**src/rtl/rv32_pkg.sv**
```systemverilog
// Shared RV32 types and helpers for the front-end pipeline.
package rv32_pkg;

    typedef logic [15:0] half_t;

    localparam logic [31:0] RV32_NOP = 32'h0000_0013;

    function automatic logic is_rvc(half_t h);
        return h[1:0] != 2'b11;
    endfunction

endpackage

```
**src/rtl/if_align_if.sv**
```systemverilog
// Fetch-side and decode-side signals of the instruction aligner.
interface if_align_if;
    logic        fetch_valid;
    logic [31:0] fetch_pc;
    logic [31:0] fetch_instr;
    logic        fetch_stall;
    logic        flush;
    logic [31:0] flush_pc;
    logic        id_valid;
    logic        id_ready;
    logic [31:0] id_pc;
    logic [31:0] id_instr;
    logic        id_compressed;

    modport master (
        output fetch_valid, fetch_pc, fetch_instr, flush, flush_pc, id_ready,
        input  fetch_stall, id_valid, id_pc, id_instr, id_compressed
    );

    modport slave (
        input  fetch_valid, fetch_pc, fetch_instr, flush, flush_pc, id_ready,
        output fetch_stall, id_valid, id_pc, id_instr, id_compressed
    );
endinterface

```
**src/rtl/if_align.sv**
```systemverilog
// Splits fetched words into RVC / 32-bit instructions and rebuilds
// 32-bit instructions that straddle a word boundary.
module if_align
    import rv32_pkg::*;
(
    input  logic       clk,
    input  logic       reset_n,
    if_align_if.slave  bus
);

    logic        hb_valid_q, hb_valid_d;
    half_t       hb_data_q, hb_data_d;
    logic [31:0] hb_pc_q, hb_pc_d;
    logic        skip_low_q, skip_low_d;
    logic        id_valid_q, id_valid_d;
    logic [31:0] id_pc_q, id_pc_d;
    logic [31:0] id_instr_q, id_instr_d;
    logic        id_comp_q, id_comp_d;

    logic        out_free;
    logic        hb_rvc;
    logic [31:0] word_pc;
    half_t       lo_half;
    half_t       hi_half;
    logic        unused_pc_bits;

    assign out_free = !id_valid_q || bus.id_ready;
    assign hb_rvc   = is_rvc(hb_data_q);
    assign word_pc  = {bus.fetch_pc[31:2], 2'b00};
    assign lo_half  = bus.fetch_instr[15:0];
    assign hi_half  = bus.fetch_instr[31:16];
    assign unused_pc_bits =
        ^{bus.fetch_pc[1:0], bus.flush_pc[31:2], bus.flush_pc[0]};

    assign bus.fetch_stall =
        !bus.flush && (!out_free || (hb_valid_q && hb_rvc));

    always_comb begin
        hb_valid_d = hb_valid_q;
        hb_data_d  = hb_data_q;
        hb_pc_d    = hb_pc_q;
        skip_low_d = skip_low_q;
        id_valid_d = id_valid_q;
        id_pc_d    = id_pc_q;
        id_instr_d = id_instr_q;
        id_comp_d  = id_comp_q;
        if (bus.flush) begin
            hb_valid_d = 1'b0;
            id_valid_d = 1'b0;
            skip_low_d = bus.flush_pc[1];
        end else if (out_free) begin
            id_valid_d = 1'b0;
            if (hb_valid_q) begin
                if (hb_rvc) begin
                    id_valid_d = 1'b1;
                    id_pc_d    = hb_pc_q;
                    id_instr_d = {16'h0000, hb_data_q};
                    id_comp_d  = 1'b1;
                    hb_valid_d = 1'b0;
                end else if (bus.fetch_valid) begin
                    // upper half of the straddling instruction arrives now
                    id_valid_d = 1'b1;
                    id_pc_d    = hb_pc_q;
                    id_instr_d = {lo_half, hb_data_q};
                    id_comp_d  = 1'b0;
                    hb_data_d  = hi_half;
                    hb_pc_d    = word_pc + 32'd2;
                end
            end else if (bus.fetch_valid) begin
                if (skip_low_q) begin
                    hb_valid_d = 1'b1;
                    hb_data_d  = hi_half;
                    hb_pc_d    = word_pc + 32'd2;
                    skip_low_d = 1'b0;
                end else if (is_rvc(lo_half)) begin
                    id_valid_d = 1'b1;
                    id_pc_d    = word_pc;
                    id_instr_d = {16'h0000, lo_half};
                    id_comp_d  = 1'b1;
                    hb_valid_d = 1'b1;
                    hb_data_d  = hi_half;
                    hb_pc_d    = word_pc + 32'd2;
                end else begin
                    id_valid_d = 1'b1;
                    id_pc_d    = word_pc;
                    id_instr_d = bus.fetch_instr;
                    id_comp_d  = 1'b0;
                end
            end
        end
    end

    always_ff @(posedge clk or negedge reset_n) begin
        if (!reset_n) begin
            hb_valid_q <= 1'b0;
            hb_data_q  <= '0;
            hb_pc_q    <= '0;
            skip_low_q <= 1'b0;
            id_valid_q <= 1'b0;
            id_pc_q    <= '0;
            id_instr_q <= '0;
            id_comp_q  <= 1'b0;
        end else begin
            hb_valid_q <= hb_valid_d;
            hb_data_q  <= hb_data_d;
            hb_pc_q    <= hb_pc_d;
            skip_low_q <= skip_low_d;
            id_valid_q <= id_valid_d;
            id_pc_q    <= id_pc_d;
            id_instr_q <= id_instr_d;
            id_comp_q  <= id_comp_d;
        end
    end

    assign bus.id_valid      = id_valid_q;
    assign bus.id_pc         = id_pc_q;
    assign bus.id_instr      = id_instr_q;
    assign bus.id_compressed = id_comp_q;

endmodule

```
**src/flat_wrapper.sv**
```systemverilog
// flat-port wrapper written by rule: the top's interface ports become plain ports
module if_align_flat import rv32_pkg::*;
  (clk, reset_n, bus_fetch_valid, bus_fetch_pc, bus_fetch_instr, bus_flush, bus_flush_pc, bus_id_ready, bus_fetch_stall, bus_id_valid, bus_id_pc, bus_id_instr, bus_id_compressed);
  if_align_if bus_i ();
  input  logic clk;
  input  logic reset_n;
  input wire logic [$bits(bus_i.fetch_valid)-1:0] bus_fetch_valid;
  input wire logic [$bits(bus_i.fetch_pc)-1:0] bus_fetch_pc;
  input wire logic [$bits(bus_i.fetch_instr)-1:0] bus_fetch_instr;
  input wire logic [$bits(bus_i.flush)-1:0] bus_flush;
  input wire logic [$bits(bus_i.flush_pc)-1:0] bus_flush_pc;
  input wire logic [$bits(bus_i.id_ready)-1:0] bus_id_ready;
  output wire logic [$bits(bus_i.fetch_stall)-1:0] bus_fetch_stall;
  output wire logic [$bits(bus_i.id_valid)-1:0] bus_id_valid;
  output wire logic [$bits(bus_i.id_pc)-1:0] bus_id_pc;
  output wire logic [$bits(bus_i.id_instr)-1:0] bus_id_instr;
  output wire logic [$bits(bus_i.id_compressed)-1:0] bus_id_compressed;
  assign bus_i.fetch_valid = bus_fetch_valid;
  assign bus_i.fetch_pc = bus_fetch_pc;
  assign bus_i.fetch_instr = bus_fetch_instr;
  assign bus_i.flush = bus_flush;
  assign bus_i.flush_pc = bus_flush_pc;
  assign bus_i.id_ready = bus_id_ready;
  assign bus_fetch_stall = bus_i.fetch_stall;
  assign bus_id_valid = bus_i.id_valid;
  assign bus_id_pc = bus_i.id_pc;
  assign bus_id_instr = bus_i.id_instr;
  assign bus_id_compressed = bus_i.id_compressed;
  if_align u_core (.clk(clk), .reset_n(reset_n), .bus(bus_i));
endmodule
```
**config.mk**
```make
export PLATFORM = sky130hd
export DESIGN_NAME = if_align_flat
export DESIGN_NICKNAME = d
export VERILOG_FILES = /design/src/rtl/rv32_pkg.sv /design/src/rtl/if_align_if.sv /design/src/rtl/if_align.sv /design/src/flat_wrapper.sv
export SDC_FILE = /design/constraint.sdc
export NUM_CORES = 1
export LEC_CHECK = 0
export BUFFER_PORTS_ARGS = -buffer_cell sky130_fd_sc_hd__buf_2
export CELL_PAD_IN_SITES_DETAIL_PLACEMENT = 1
export CELL_PAD_IN_SITES_GLOBAL_PLACEMENT = 1
export CORE_ASPECT_RATIO = 1.25
export CORE_MARGIN = 5
export CORE_UTILIZATION = 43
export CTS_BUF_LIST = sky130_fd_sc_hd__clkbuf_4
export DETAILED_ROUTE_END_ITERATION = 10
export GPL_TIMING_DRIVEN = 0
export HOLD_SLACK_MARGIN = 0.1
export PLACE_DENSITY = 0.95
export SETUP_SLACK_MARGIN = 0.15
export SLEW_MARGIN = 20
export SYNTH_ARGS = -nofsm -noshare
export SYNTH_HDL_FRONTEND = slang
export SYNTH_SLANG_ARGS = --single-unit
```
**constraint.sdc**
```tcl
create_clock -name clk -period 3.6 [get_ports clk]
set_input_delay 0.54 -clock clk [delete_from_list [all_inputs] [get_ports clk]]
set_output_delay 0.54 -clock clk [all_outputs]
set_load 0.01 [all_outputs]
```
==> flow_summary.yaml <==
status:
  outcome: "finished, final reports clean"
logic_synthesis:
  synthesis.nets: 510
  synth_fa_ha_area_share_pct: 0
  synth_edf_count: 0
  synth_area_um2: 4980
  synth_xor_area_share_pct: 0
  syn_inst: 409
  postSynthAreaPerCell_um2: 12.2
  ys_warn_count: 0
  synth-seq-cells: 114
  async_flop_share_pct: 100
  ys_seq_area_share_pct: 57.3
  synth_top_area_cell: "dfrtp_1"
  synthTopCellsByArea: "dfrtp_1, mux2i_1, mux2_4"
  yosysTopAreaCellShare_pct: 57.3
  synth_compound_area_share_pct: 10.3
  synth-simple-area-share_pct: 6.86
  synth_top_family_by_area: "multiplexers"
  synth_mux_area_share_pct: 21.6
  synth_flop_cell: "dfrtp_1"
  ys_types: 30
worst_hold_path:
  hold_depth: 3
  hold_path.class: "in -> reg"
  min_to: "u_core.skip_low_q"
  min-delay-start: "bus_flush_pc[1]"
timing:
  fin_setup_tns_ns: 0
  worst_slew_pin_slew_ns: 0.763
  finalCriticalPeriod_ns: 2.10
  skew_ns: 0.0155
  slew-limit-headroom_pct: 49.2
  rsz0062_at_grt: "no"
  fmax_ghz: 0.477
  setup_violations: 0
  slew_violations: 0
  holdWs_ns: 0.234
  fin_crit_sh_pct: 58.2
  final_hold_viol_count: 0
detailed_routing:
  remaining_drc_errors: 0
  drt-initial-drc-count: 126
  wl_um: 13800
  dr_total_vias: 3766
  vias_per_cell: 5.27
  detail-route-antenna-nets: 0
  dr.pass1.iters: 4
  avgRoutedWirePerCell_um: 19.3
critical_path:
  crit_path_start: "u_core.hb_valid_q"
  r2r-start: "u_core.hb_valid_q"
  timing_worst_setup_path_type: "reg -> out"
  path_max_fanout: 10
  critical_path.top_delay_family: "buffers and inverters"
  cp.required_ns: 3.06
  r2r-end: "u_core.bus.id_pc[13]"
  regToRegSetupSlack_ns: 1.62
  slowest_delay_ns: 0.34
  cpMaxStageDelayCell: "dfrtp_1"
  worstSetupEndpointType: "output port"
  cp-start-kind: "register"
  crit_arrival_ns: 1.56
  crit_path_cell_trace: "buf_4 > nand2_1 > a21oi_1 > buf_2"
  cp_num_buf_inv: 2
  ff2ff_path_depth: 6
power:
  power_frac_comb_pct: 29.1
  sequentialPowerShare_pct: 48.4
  ir_drop_mv: 0.291
  internal-power_uw: 2560
  p_sw_share_pct: 34.9
  p_clk_share_pct: 22.5
  power_density_nw_per_um2: 642
  p_switching_uw: 1370
  p_leak_uw: 0.00304
cts:
  clockBufferDepth: 2
  h-tree-depth: 4
  clkTransAtPathRegs_ns: 0.11
  clockRootBuffer: "clkbuf_4"
  clock_latency_ns: 0.52
  cts_setup_buffers: 0
  cts_tree: "done"
  clock_sinks: 114
  cts_made_buffers: 17
global_routing:
  antenna_found_initial: 0
  grt_pass1_vias: 4223
  grt_overflow: 0
  grt_max_degree: 65
  grt_use_total_pct: 20.7
  grt_pass1_wl_um: 22200
floorplan:
  placementRows: 44
  core_area_um2: 11500
  start_util_pct: 43.2
  dieArea_um2: 13800
  dieWidth_um: 106
  ioPinCount: 168
  die_y_um: 130
final_layout:
  area_growth_pct: 23.1
  fin_cells: 714
  regArea_um2: 2850
  antenna-diode-count: 0
  fill_cells: 1270
  multi_input_area_um2: 1940
  num-nets-final: 664
  finalInstanceArea_um2: 6120
  drive_gt1_share_pct: 40.3
  utilization_pct: 53.2
place:
  dpl_cell_area_um2: 5850
  dp_hpwl_um: 10200
  gp_congestion: 0.803
  portBuffers: 133
  dpl.cell_count: 681
run:
  maxCapViolations: 0
## how the worst max path moves through the flow
stage | slack (ns) | endpoint | cells past startpoint
after detailed placement | 1.37 | u_core.bus.id_pc[21] | 7
after floorplan | 1.80 | u_core.hb_pc_q[11] | 7
after global placement | 0.70 | u_core.hb_pc_q[14] | 1
final | 1.50 | bus_fetch_stall | 4
after CTS | 1.45 | bus_fetch_stall | 4
after global routing | 1.41 | bus_fetch_stall | 4
## through the flow
| step | power [uW] | worst slack (ns) |
|---|---|---|
| global route | 4190 | 1.41 |
| global placement | 2980 | 0.698 |
| detailed placement | 3080 | 1.37 |
| floorplan | 2540 | 1.80 |
| CTS | 3990 | 1.45 |
| finish | 3930 | 1.50 |
## layer usage
metal	wire, um	part of all wire (%)	up-vias	track usage, %
met5	0	0	-	0
met4	213	1.5	0	5.87
met3	702	5.1	20	6.38
met2	7270	53	93	37.1
met1	5590	41	1915	24.0
li1	-	-	1738	-
## kinds of logic (layout without fill, tap and decap cells)
kind of cell / Yosys count / after routing
multiplexers: 91 / 91
flip-flops: 114 / 114
buffers and inverters: 31 / 198
AO/OA/AOI/OAI: 90 / 90
AND/OR/NAND/NOR: 82 / 82
other: 1 / 1
## state kept, by name (all words and copies together) (netlist names)
signal,count
u_core.bus.id_valid,1
u_core.hb_valid_q,1
u_core.hb_data_q,16
u_core.hb_pc_q,31
u_core.bus.id_instr,32
u_core.bus.id_pc,31
u_core.skip_low_q,1
u_core.bus.id_compressed,1
## tightest hold or removal path, cell delays in order
cell and delay [ns]:
buf_2 0.07, nand2_1 0.04, o21ai_0 0.06
## area by class of cell
class                      count  area share, %
sequential                   114           46.6
multi-input combinational    264           31.6
timing repair buffer         135           11.6
buffer                        30           3.00
tap                          138           2.82
clock inverter                15           2.27
clock buffer                  17           2.08
inverter                       1         0.0613
## power by group through the flow
stage,logic (uW),clock network [uW],registers [uW]
final,1140,884,1900
after global routing,1250,991,1940
after CTS,1170,917,1900
after detailed placement,1160,0,1920
after global placement,1090,0,1880
after floorplan,557,0,1980
## cell usage after synthesis (2+ instances only)
library cell	number
buf_4	6
a21oi_1	4
buf_8	3
dfrtp_1	114
mux2i_1	45
a22oi_1	14
nand2b_1	2
mux2_2	17
clkbuf_1	12
o21ai_1	5
o2111ai_2	2
mux2_4	29
o21ai_0	62
buf_1	2
nand2_1	72
buf_2	6
## placed cells by master, fill, tap and decap left out, drive strengths merged
| master | n |
|---|---|
| nand4 | 1 |
| and3 | 1 |
| dlygate4sd3 | 1 |
| dfrtp | 114 |
| conb | 1 |
| o31ai | 1 |
| mux2i | 45 |
| o21ai | 67 |
| a211oi | 1 |
| a21oi | 4 |
| and2 | 2 |
| nand2b | 2 |
| o2111ai | 2 |
| clkinvlp | 5 |
| nand3b | 1 |
| mux2 | 46 |
| nor2b | 2 |
| nand2 | 72 |
| clkinv | 8 |
| a22oi | 14 |
| bufinv | 1 |
| a21o | 1 |
| nor2 | 1 |
| buf | 152 |
| inv | 2 |
| clkbuf | 29 |
## what timing repair did
item                      CTS  global route
hold endpoints to repair   50             0
resized for setup           0             0
hold buffers                1             0
(Power assumes the default switching activity.)
